### src/rtl/rf_seq_pkg.sv
// Shared definitions for the register-file micro-op sequencer:
// op codes, register codes, register count and FSM state encodings.
package rf_seq_pkg;

    typedef enum logic [1:0] {
        OP_LDI = 2'd0,
        OP_CLR = 2'd1,
        OP_MOV = 2'd2,
        OP_SWP = 2'd3
    } op_t;

    localparam logic [2:0] REG_A = 3'd0;
    localparam logic [2:0] REG_B = 3'd1;
    localparam logic [2:0] REG_C = 3'd2;
    localparam logic [2:0] REG_D = 3'd3;
    localparam logic [2:0] REG_F = 3'd4;

    localparam int REG_COUNT = 5;

    localparam logic [2:0] S_IDLE = 3'd0;
    localparam logic [2:0] S_RD0  = 3'd1;
    localparam logic [2:0] S_RD1  = 3'd2;
    localparam logic [2:0] S_WR0  = 3'd3;
    localparam logic [2:0] S_WR1  = 3'd4;

endpackage

### src/rtl/rf_seq_if.sv
// Command handshake and status between the decode stage (master) and the sequencer (slave).
interface rf_seq_if #(parameter int W = 8);

    logic         cmd_valid;
    logic         cmd_ready;
    logic [1:0]   cmd_op;
    logic [2:0]   cmd_dst;
    logic [2:0]   cmd_src;
    logic [W-1:0] cmd_imm;
    logic         busy;
    logic         done;
    logic         err;

    modport master (
        output cmd_valid, cmd_op, cmd_dst, cmd_src, cmd_imm,
        input  cmd_ready, busy, done, err
    );

    modport slave (
        input  cmd_valid, cmd_op, cmd_dst, cmd_src, cmd_imm,
        output cmd_ready, busy, done, err
    );

endinterface

### src/rtl/rf_sel_dec.sv
// Register code to one-hot select decoder; codes at or above NREG select nothing.
module rf_sel_dec #(
    parameter int NREG = 5
) (
    input  logic [2:0] code,
    input  logic       en,
    output logic [4:0] sel,
    output logic       invalid
);

    logic out_of_range;

    always_comb begin
        out_of_range = (code >= 3'(NREG));
        invalid      = en && out_of_range;
        sel          = (en && !out_of_range) ? (5'(1) << code) : '0;
    end

endmodule

### src/rtl/rf_seq.sv
// Micro-op sequencer: turns LDI/CLR/MOV/SWP commands into register-file
// load/output enable sequences. Outputs decode only from registered state.
module rf_seq
    import rf_seq_pkg::*;
#(
    parameter int W    = 8,
    parameter int NREG = REG_COUNT
) (
    input  logic         clk,
    input  logic         rst,
    rf_seq_if.slave      cmd,
    input  logic [W-1:0] p,
    output logic [W-1:0] d,
    output logic         ai,
    output logic         bi,
    output logic         ci,
    output logic         di,
    output logic         fi,
    output logic         ao,
    output logic         bo,
    output logic         co,
    output logic         doe,  // D output enable ("do" is a reserved word)
    output logic         fo
);

    logic [2:0]   state;
    op_t          op_r;
    logic [2:0]   dst_r;
    logic [2:0]   src_r;
    logic [W-1:0] imm_r;
    logic [W-1:0] t0;
    logic [W-1:0] t1;
    logic         done_r;
    logic         err_r;

    logic         legal_acc;
    logic         acc_write_only;
    logic         ld_en;
    logic         oe_en;
    logic [2:0]   ld_code;
    logic [2:0]   oe_code;
    logic [4:0]   ld_sel;
    logic [4:0]   oe_sel;
    logic         ld_inv;
    logic         oe_inv;

    // cmd_src only matters for the ops that read a source register
    always_comb begin
        acc_write_only = (op_t'(cmd.cmd_op) == OP_LDI) || (op_t'(cmd.cmd_op) == OP_CLR);
        legal_acc      = (cmd.cmd_dst < 3'(NREG)) && (acc_write_only || (cmd.cmd_src < 3'(NREG)));
    end

    always_ff @(posedge clk or posedge rst) begin
        if (rst) begin
            state  <= S_IDLE;
            op_r   <= OP_LDI;
            dst_r  <= '0;
            src_r  <= '0;
            imm_r  <= '0;
            t0     <= '0;
            t1     <= '0;
            done_r <= 1'b0;
            err_r  <= 1'b0;
        end else begin
            done_r <= 1'b0;
            err_r  <= 1'b0;
            case (state)
                S_IDLE: begin
                    if (cmd.cmd_valid) begin
                        op_r  <= op_t'(cmd.cmd_op);
                        dst_r <= cmd.cmd_dst;
                        src_r <= cmd.cmd_src;
                        imm_r <= cmd.cmd_imm;
                        if (!legal_acc) begin
                            done_r <= 1'b1;
                            err_r  <= 1'b1;
                        end else if (acc_write_only) begin
                            state <= S_WR0;
                        end else begin
                            state <= S_RD0;
                        end
                    end
                end
                S_RD0: begin
                    t0    <= p;
                    state <= (op_r == OP_MOV) ? S_WR0 : S_RD1;
                end
                S_RD1: begin
                    t1    <= p;
                    state <= S_WR0;
                end
                S_WR0: begin
                    if (op_r == OP_SWP) begin
                        state <= S_WR1;
                    end else begin
                        state  <= S_IDLE;
                        done_r <= 1'b1;
                    end
                end
                S_WR1: begin
                    state  <= S_IDLE;
                    done_r <= 1'b1;
                end
                default: state <= S_IDLE;
            endcase
        end
    end

    // SWP writes back to src in WR1 and reads dst in RD1; everything else targets dst/src directly
    always_comb begin
        ld_en   = (state == S_WR0) || (state == S_WR1);
        ld_code = (state == S_WR1) ? src_r : dst_r;
        oe_en   = (state == S_RD0) || (state == S_RD1);
        oe_code = (state == S_RD0) ? src_r : dst_r;
    end

    rf_sel_dec #(.NREG(NREG)) u_ld_dec (
        .code    (ld_code),
        .en      (ld_en),
        .sel     (ld_sel),
        .invalid (ld_inv)
    );

    rf_sel_dec #(.NREG(NREG)) u_oe_dec (
        .code    (oe_code),
        .en      (oe_en),
        .sel     (oe_sel),
        .invalid (oe_inv)
    );

    assign {fi, di, ci, bi, ai} = ld_sel;
    assign {fo, doe, co, bo, ao} = oe_sel;

    always_comb begin
        d = '0;
        if (|ld_sel) begin
            if (state == S_WR1)
                d = t1;
            else if (op_r == OP_LDI)
                d = imm_r;
            else if (op_r != OP_CLR)
                d = t0;
        end
    end

    assign cmd.cmd_ready = (state == S_IDLE);
    assign cmd.busy      = (state != S_IDLE);
    assign cmd.done      = done_r;
    assign cmd.err       = err_r;

    // Illegal codes are filtered at accept, so a live select never sees one
    a_no_bad_sel : assert property (@(posedge clk) disable iff (rst) !ld_inv && !oe_inv);

endmodule
### src/flat_wrapper.sv
// flat-port wrapper written by rule: the top's interface ports become plain ports
module rf_seq_flat import rf_seq_pkg::*;
#(
    parameter int W    = 8,
    parameter int NREG = REG_COUNT
)
  (clk, rst, p, d, ai, bi, ci, di, fi, ao, bo, co, doe, fo, cmd_cmd_valid, cmd_cmd_op, cmd_cmd_dst, cmd_cmd_src, cmd_cmd_imm, cmd_cmd_ready, cmd_busy, cmd_done, cmd_err);
  rf_seq_if #(.W(W)) cmd_i ();
  input  logic clk;
  input  logic rst;
  input  logic [W-1:0] p;
  output logic [W-1:0] d;
  output logic ai;
  output logic bi;
  output logic ci;
  output logic di;
  output logic fi;
  output logic ao;
  output logic bo;
  output logic co;
  output logic doe;
  output logic fo;
  input wire logic [$bits(cmd_i.cmd_valid)-1:0] cmd_cmd_valid;
  input wire logic [$bits(cmd_i.cmd_op)-1:0] cmd_cmd_op;
  input wire logic [$bits(cmd_i.cmd_dst)-1:0] cmd_cmd_dst;
  input wire logic [$bits(cmd_i.cmd_src)-1:0] cmd_cmd_src;
  input wire logic [$bits(cmd_i.cmd_imm)-1:0] cmd_cmd_imm;
  output wire logic [$bits(cmd_i.cmd_ready)-1:0] cmd_cmd_ready;
  output wire logic [$bits(cmd_i.busy)-1:0] cmd_busy;
  output wire logic [$bits(cmd_i.done)-1:0] cmd_done;
  output wire logic [$bits(cmd_i.err)-1:0] cmd_err;
  assign cmd_i.cmd_valid = cmd_cmd_valid;
  assign cmd_i.cmd_op = cmd_cmd_op;
  assign cmd_i.cmd_dst = cmd_cmd_dst;
  assign cmd_i.cmd_src = cmd_cmd_src;
  assign cmd_i.cmd_imm = cmd_cmd_imm;
  assign cmd_cmd_ready = cmd_i.cmd_ready;
  assign cmd_busy = cmd_i.busy;
  assign cmd_done = cmd_i.done;
  assign cmd_err = cmd_i.err;
  rf_seq #(.W(W), .NREG(NREG)) u_core (.clk(clk), .rst(rst), .cmd(cmd_i), .p(p), .d(d), .ai(ai), .bi(bi), .ci(ci), .di(di), .fi(fi), .ao(ao), .bo(bo), .co(co), .doe(doe), .fo(fo));
endmodule
### config.mk
export PLATFORM = sky130hd
export DESIGN_NAME = rf_seq_flat
export DESIGN_NICKNAME = d
export VERILOG_FILES = /design/src/rtl/rf_seq_pkg.sv /design/src/rtl/rf_seq_if.sv /design/src/rtl/rf_sel_dec.sv /design/src/rtl/rf_seq.sv /design/src/flat_wrapper.sv
export SDC_FILE = /design/constraint.sdc
export NUM_CORES = 1
export LEC_CHECK = 0
export ABC_AREA = 1
export CORE_MARGIN = 4
export CORE_UTILIZATION = 49
export DETAILED_ROUTE_END_ITERATION = 16
export PLACE_DENSITY = 0.77
export SLEW_MARGIN = 10
export SYNTH_ARGS = -nofsm -noshare
export SYNTH_HDL_FRONTEND = slang
export SYNTH_SLANG_ARGS = --single-unit
### constraint.sdc
create_clock -name clk -period 1.7 [get_ports clk]
set_input_delay 0.255 -clock clk [delete_from_list [all_inputs] [get_ports clk]]
set_output_delay 0.255 -clock clk [all_outputs]
set_load 0.05 [all_outputs]
==> results of run 1 <==
[per-stage QoR]
step	hold slack [ns]	setup WS, ns	cell area (µm²)	util, %	std cells
after floorplan	0.4027	-0.1730	2041	-	259
after CTS	0.3778	-0.3255	3264	87.20	383
after global routing	0.4106	-0.4838	3390	90.54	391
after global placement	0.4569	-0.01247	2904	77.57	371
after detailed placement	0.4598	-0.1087	2904	77.57	371
final	0.3610	-0.4380	3390	90.54	391
[Yosys cell counts, types with 2 or more instances]
cell type,count
nand3_1,16
o21ai_0,17
inv_1,28
nor2_1,29
nand2_2,7
dfrtp_1,37
buf_6,3
inv_2,2
o21ai_1,5
nor2_2,2
buf_2,3
nand2_1,74
a21oi_1,24
clkbuf_1,3
[flip-flops by register name, indices dropped and copies added (netlist names)]
signal           cells
u_core.op_r          2
u_core.t1            8
u_core.cmd.done      1
u_core.imm_r         8
u_core.t0            8
u_core.src_r         3
u_core.dst_r         3
u_core.state         3
u_core.cmd.err       1
[area by class of cell]
type | count | area share, %
multi-input combinational | 183 | 35.22
sequential | 37 | 27.39
inverter | 30 | 3.544
clock buffer | 6 | 2.436
clock inverter | 2 | 0.4061
timing repair buffer | 85 | 29.24
tap | 48 | 1.772
[logic make-up after synthesis]
| family | count (synthesis) | synth area share [%] |
|---|---|---|
| simple gates | 132 | 29.41 |
| compound gates | 50 | 13.45 |
| buf+inv | 40 | 9.308 |
| flops | 37 | 47.83 |
[tightest hold or removal path, stage by stage]
cell	delay (ns)
clkdlybuf4s50_1	0.40
inv_1	0.05
buf_4	0.40
[where the power goes]
| part | leakage [µW] | switching (µW) | internal, µW |
|---|---|---|---|
| Sequential | 0.000446 | 319 | 1300 |
| Combinational | 0.00107 | 2540 | 1630 |
| Clock | 0.0000512 | 344 | 329 |
[placed cells by master (no fill, tap or decap), types with 2 or more instances in the layout]
| master | Yosys | layout |
|---|---|---|
| o21ai_2 | 1 | 2 |
| inv_4 | 0 | 3 |
| nand2_1 | 74 | 64 |
| nor2_1 | 29 | 18 |
| a21oi_1 | 24 | 16 |
| buf_4 | 1 | 29 |
| o21ai_0 | 17 | 17 |
| nand2_2 | 7 | 5 |
| nand2_8 | 0 | 2 |
| nand3_4 | 1 | 4 |
| dfrtp_1 | 37 | 35 |
| nor2_4 | 1 | 13 |
| o21ai_1 | 5 | 2 |
| inv_1 | 28 | 26 |
| buf_6 | 3 | 10 |
| buf_12 | 0 | 20 |
| nand3_1 | 16 | 11 |
| nand2_4 | 1 | 11 |
| o21ai_4 | 0 | 2 |
| clkdlybuf4s50_1 | 0 | 26 |
| dfrtp_2 | 0 | 2 |
| nand3_2 | 0 | 3 |
| a21oi_4 | 0 | 8 |
| clkbuf_8 | 0 | 6 |
[metal layers]
layer / up-vias / GRT usage [%] / routed length (µm)
li1: 985 / - / -
met1: 1099 / 30.69 / 2746
met2: 139 / 49.43 / 3962
met3: 43 / 5.966 / 505
met4: 0 / 18.16 / 479
met5: - / 0 / 0
[worst paths after layout]
path	endpoint	slack [ns]	cells past startpoint
worst min register to register	u_core.imm_r[2]$_DFFE_PP0P_	0.48	2
worst min-delay path	u_core.state[1]$_DFFE_PP0P_	0.36	3
max in group asynchronous	u_core.state[2]$_DFFE_PP0P_	0.99	3
worst max-delay path	d[3]	-0.44	7
worst max register to register	u_core.src_r[0]$_DFFE_PP0P_	0.04	7
min in group clk	u_core.imm_r[2]$_DFFE_PP0P_	0.48	2
[timing repair]
item | 4_1_cts | 5_1_grt
pin swaps | 15 | 5
buffers inserted | 3 | 8
resized for setup | 53 | 15
gates cloned | 1 | 0
setup endpoints to repair | 18 | 21
==> results.cfg, run 1 <==
[run_status]
status = finished with violations
violations = negative setup slack

[sta]
tightest_slew_ns = 0.4688
final.period_utilization_pct = 125.8
setup_tns_ns = -7.113
drv_slew = 0
setup_viol = 20
final-hold-violation-count = 0
rsz0062_at_grt = yes
finalWorstSetupSlack_ns = -0.4380
relSlewSlack_pct = 68.74
fin_crit_ns = 2.138
timing.fmax_ghz = 0.4677
finClkSkew_ns = 0.009181

[grt]
grt_max_degree = 38
grt.overflow.total = 0
grt_pass1_wl_um = 11120
antenna_found_initial = 0
grt_pass1_vias = 2313
grt_util_all_layers_pct = 28.23

[placement]
io_buffers = 48
hpwl_um = 3956
place_congestion = 0.8885

[critical_path]
crit_path_start_kind = flop
crit_type = reg -> out
critPathTopFamily = simple AND/OR/NAND/NOR gates
worstPathArrival_ns = 1.88
worst_setup_path_end_kind = output pin
worstPathCellList = nor2_4 > buf_4 > nand3_4 > nand2_8 > nand3_4 > a21oi_4 > buf_12
worst-path-buf-inv = 2
required_ns = 1.44
critPathMostFrequentCell = nand3_4
critical-path-max-stage-delay_ns = 0.47
rr_startpoint = u_core.state[1]$_DFFE_PP0P_
crit_slowest_cell = dfrtp_2
crit_fanout = 5
startpoint = u_core.state[1]$_DFFE_PP0P_

[die]
die_width_um = 70.85
initial_core_util_pct = 51.70
ios = 49
fp.dieArea_um2 = 5020
core_area_um2 = 3744
row_count = 22
die_h_um = 70.85

[logic_synthesis]
async_flop_share_pct = 100.0
synth_top_area_share_pct = 47.83
synth.largest_area_cell = dfrtp_1
synth_area_per_cell_um2 = 7.473
ys.warnings.count = 0
ys_seq_area_share_pct = 47.83
synth_nets = 286
synth_seq_cells = 37
syn_area_um2 = 1936
synth_cell_type_count = 23
synth_edf_count = 0
synthCells = 259
synth_flop_cell = dfrtp_1
yosys-top-cells-area = dfrtp_1 (48%), nand2_1 (14%), a21oi_1 (6.2%)

[route]
wl_um = 7693
num_vias = 2266
drt_iter0_markers = 181
first_pass_iters = 7
vias_per_cell = 5.795
antenna_left = 0
drc = 0
wl_per_cell_um = 19.68

[run]
maxCapViolCount = 0

[cts]
cts_buffers = 5
insertion_delay_ns = 0.30
clkSinkCount = 37
cts_tree = yes
ctsHoldBuffers = 0
clock_path_buffers = 2
clockRootBuffer = clkbuf_8
cts.clk_slew.worst_paths_ns = 0.08
htreeDepth = 2

[finish]
syn_to_final_growth_pct = 75.11
fillers = 143
register_area_um2 = 928.4
nets = 369
multi_input_area_um2 = 1194
antenna_cells = 0
drive_gt1_share_pct = 36.15

[worst_hold_path]
hp-class = in -> async

[pwr]
power.total_uw = 6455
p_leak_uw = 0.001565
ir_worst_vdd_uv = 1069
p_per_area_nw_per_um2 = 1904
(Power assumes the default switching activity.)
==> run 2: changes to the inputs <==
Settings changed: CORE_MARGIN 4 to unset.
==> run 2 against run 1 <==
Net effect:
- the flow still finishes with violations (negative setup slack)
- clock skew is 0.0030 ns lower
- core utilization is 0.47 points lower
- sequential share of layout area is 0.35 points higher
- total power is 1.1% lower
- first-iteration DRC count is 17% higher
- highest routed layer unchanged
- hold slack better by 0.0082 ns
- largest cell class unchanged
- cell count is 1.5% lower
- wire length is 5.0% lower
- die area is 16% lower
- via count is 1.1% lower
==> results.cfg, run 2 (same netlist as run 1, synthesis figures left out) <==
[placement]
place_area_um2 = 2867
io_buffers = 48
place_congestion = 0.8563
hpwl_um = 3740

[finish]
nets = 363
final_common_cell = nand2_1
fin_area_um2 = 3347
top_regs = u_core.imm_r (8), u_core.t0 (8), u_core.t1 (8)
syn_to_final_growth_pct = 72.92
antenna_cells = 0
final_cell_mix = nand2_1 (63), dfrtp_1 (35), inv_1 (26), clkdlybuf4s50_1 (26), buf_4 (26)
drive_gt1_share_pct = 35.31

[critical_path]
worst_setup_path_end_kind = output pin
reg2reg_depth = 7
crit_path_start_kind = flop
crit_fanout = 5
worstPathArrival_ns = 1.91
reg2reg_slack_ns = -0.01
required_ns = 1.44
crit_type = reg -> out

[sta]
hold_slack_ns = 0.3692
timing.fmax_ghz = 0.4627
rsz0062_at_grt = yes
fin_crit_ns = 2.161
setup_viol = 21
drv_slew = 0
finalWorstSetupSlack_ns = -0.4610
final.period_utilization_pct = 127.1
relSlewSlack_pct = 67.80
finClkSkew_ns = 0.006132
setup_tns_ns = -7.232
tightest_slew_ns = 0.4830
final-hold-violation-count = 0

[cts]
clockRootBuffer = clkbuf_8
htreeDepth = 2
insertion_delay_ns = 0.30
cts.clk_slew.worst_paths_ns = 0.07
cts_buffers = 5
cts_tree = yes
clock_path_buffers = 2
ctsHoldBuffers = 0
clkSinkCount = 37

[pwr]
ir_worst_vdd_uv = 1193
p_per_area_nw_per_um2 = 1908
p_leak_uw = 0.001514

[route]
antenna_left = 0
wl_um = 7307
first_pass_iters = 4
drc = 0
wl_per_cell_um = 18.98
drt_iter0_markers = 212
num_vias = 2242
vias_per_cell = 5.823

[die]
initial_core_util_pct = 52.09
ios = 49
fp.dieArea_um2 = 4206
die_width_um = 64.85
row_count = 22
core_area_um2 = 3716
die_h_um = 64.85

[grt]
grt_pass1_wl_um = 10390
grt_max_degree = 38
grt_pass1_vias = 2073
antenna_found_initial = 0
grt.overflow.total = 0
grt_util_all_layers_pct = 34.09

[worst_hold_path]
hp-class = in -> async

[run_status]
violations = negative setup slack
status = finished with violations

[run]
maxCapViolCount = 0
run 2: final timing paths:
path	end	from
hold reg to reg	u_core.t0[3]$_DFFE_PP0P_	u_core.t0[3]$_DFFE_PP0P_
max in group asynchronous	u_core.state[1]$_DFFE_PP0P_	rst
setup reg to reg	u_core.state[1]$_DFFE_PP0P_	u_core.state[0]$_DFFE_PP0P_
hold / removal	u_core.t1[2]$_DFFE_PP0N_	rst
setup / recovery	bi	u_core.state[2]$_DFFE_PP0P_
min in group clk	u_core.t0[3]$_DFFE_PP0P_	u_core.t0[3]$_DFFE_PP0P_
run 2: metal layers:
metal,wire [µm],GRT usage [%],vias up
li1,-,-,975
met1,2656,37.91,1079
met2,3671,58.59,141
met3,497,8.451,47
met4,482,19.72,0
met5,0,0,-
run 2: repair_timing:
| action | in CTS | in global routing |
|---|---|---|
| gates resized for setup | 40 | 24 |
| endpoints found under the setup margin | 18 | 34 |
| pin swaps | 18 | 20 |
| buffers inserted | 6 | 4 |
| gates cloned | 1 | 0 |
run 2: report_power, final:
part / total [µW] / internal (µW) / switching [µW] / leakage, µW
registers: 1620 / 1300 / 319 / 0.000446
clock network: 776 / 439 / 337 / 0.0000543
logic: 3990 / 1500 / 2490 / 0.00101
run 2: final cells by class:
class                           count  area (µm²)
Fill cell                         151       369.1
Clock buffer                        5       68.82
Inverter                           30       117.6
Sequential cell                    37       928.4
Clock inverter                      3       46.29
Multi-Input combinational cell    183        1191
Tap cell                           48       60.06
Timing Repair Buffer               79       934.6
run 2: worst max-delay path, stage by stage, from the launching register on:
cell     delay, ns
dfrtp_2       0.49
inv_1         0.18
nand3_2       0.14
nand2_4       0.16
buf_4         0.14
nand3_1       0.14
nor2_2        0.20
buf_12        0.15
run 2: through the flow:
step	total power (µW)	utilization (%)	setup slack, ns	std cells
floorplan	3409	-	-0.1730	259
global placement	4421	77.14	0.003479	366
detailed placement	4546	77.14	-0.05607	366
CTS	5816	86.57	-0.3206	381
global route	6658	90.07	-0.5022	385
finish	6384	90.07	-0.4610	385
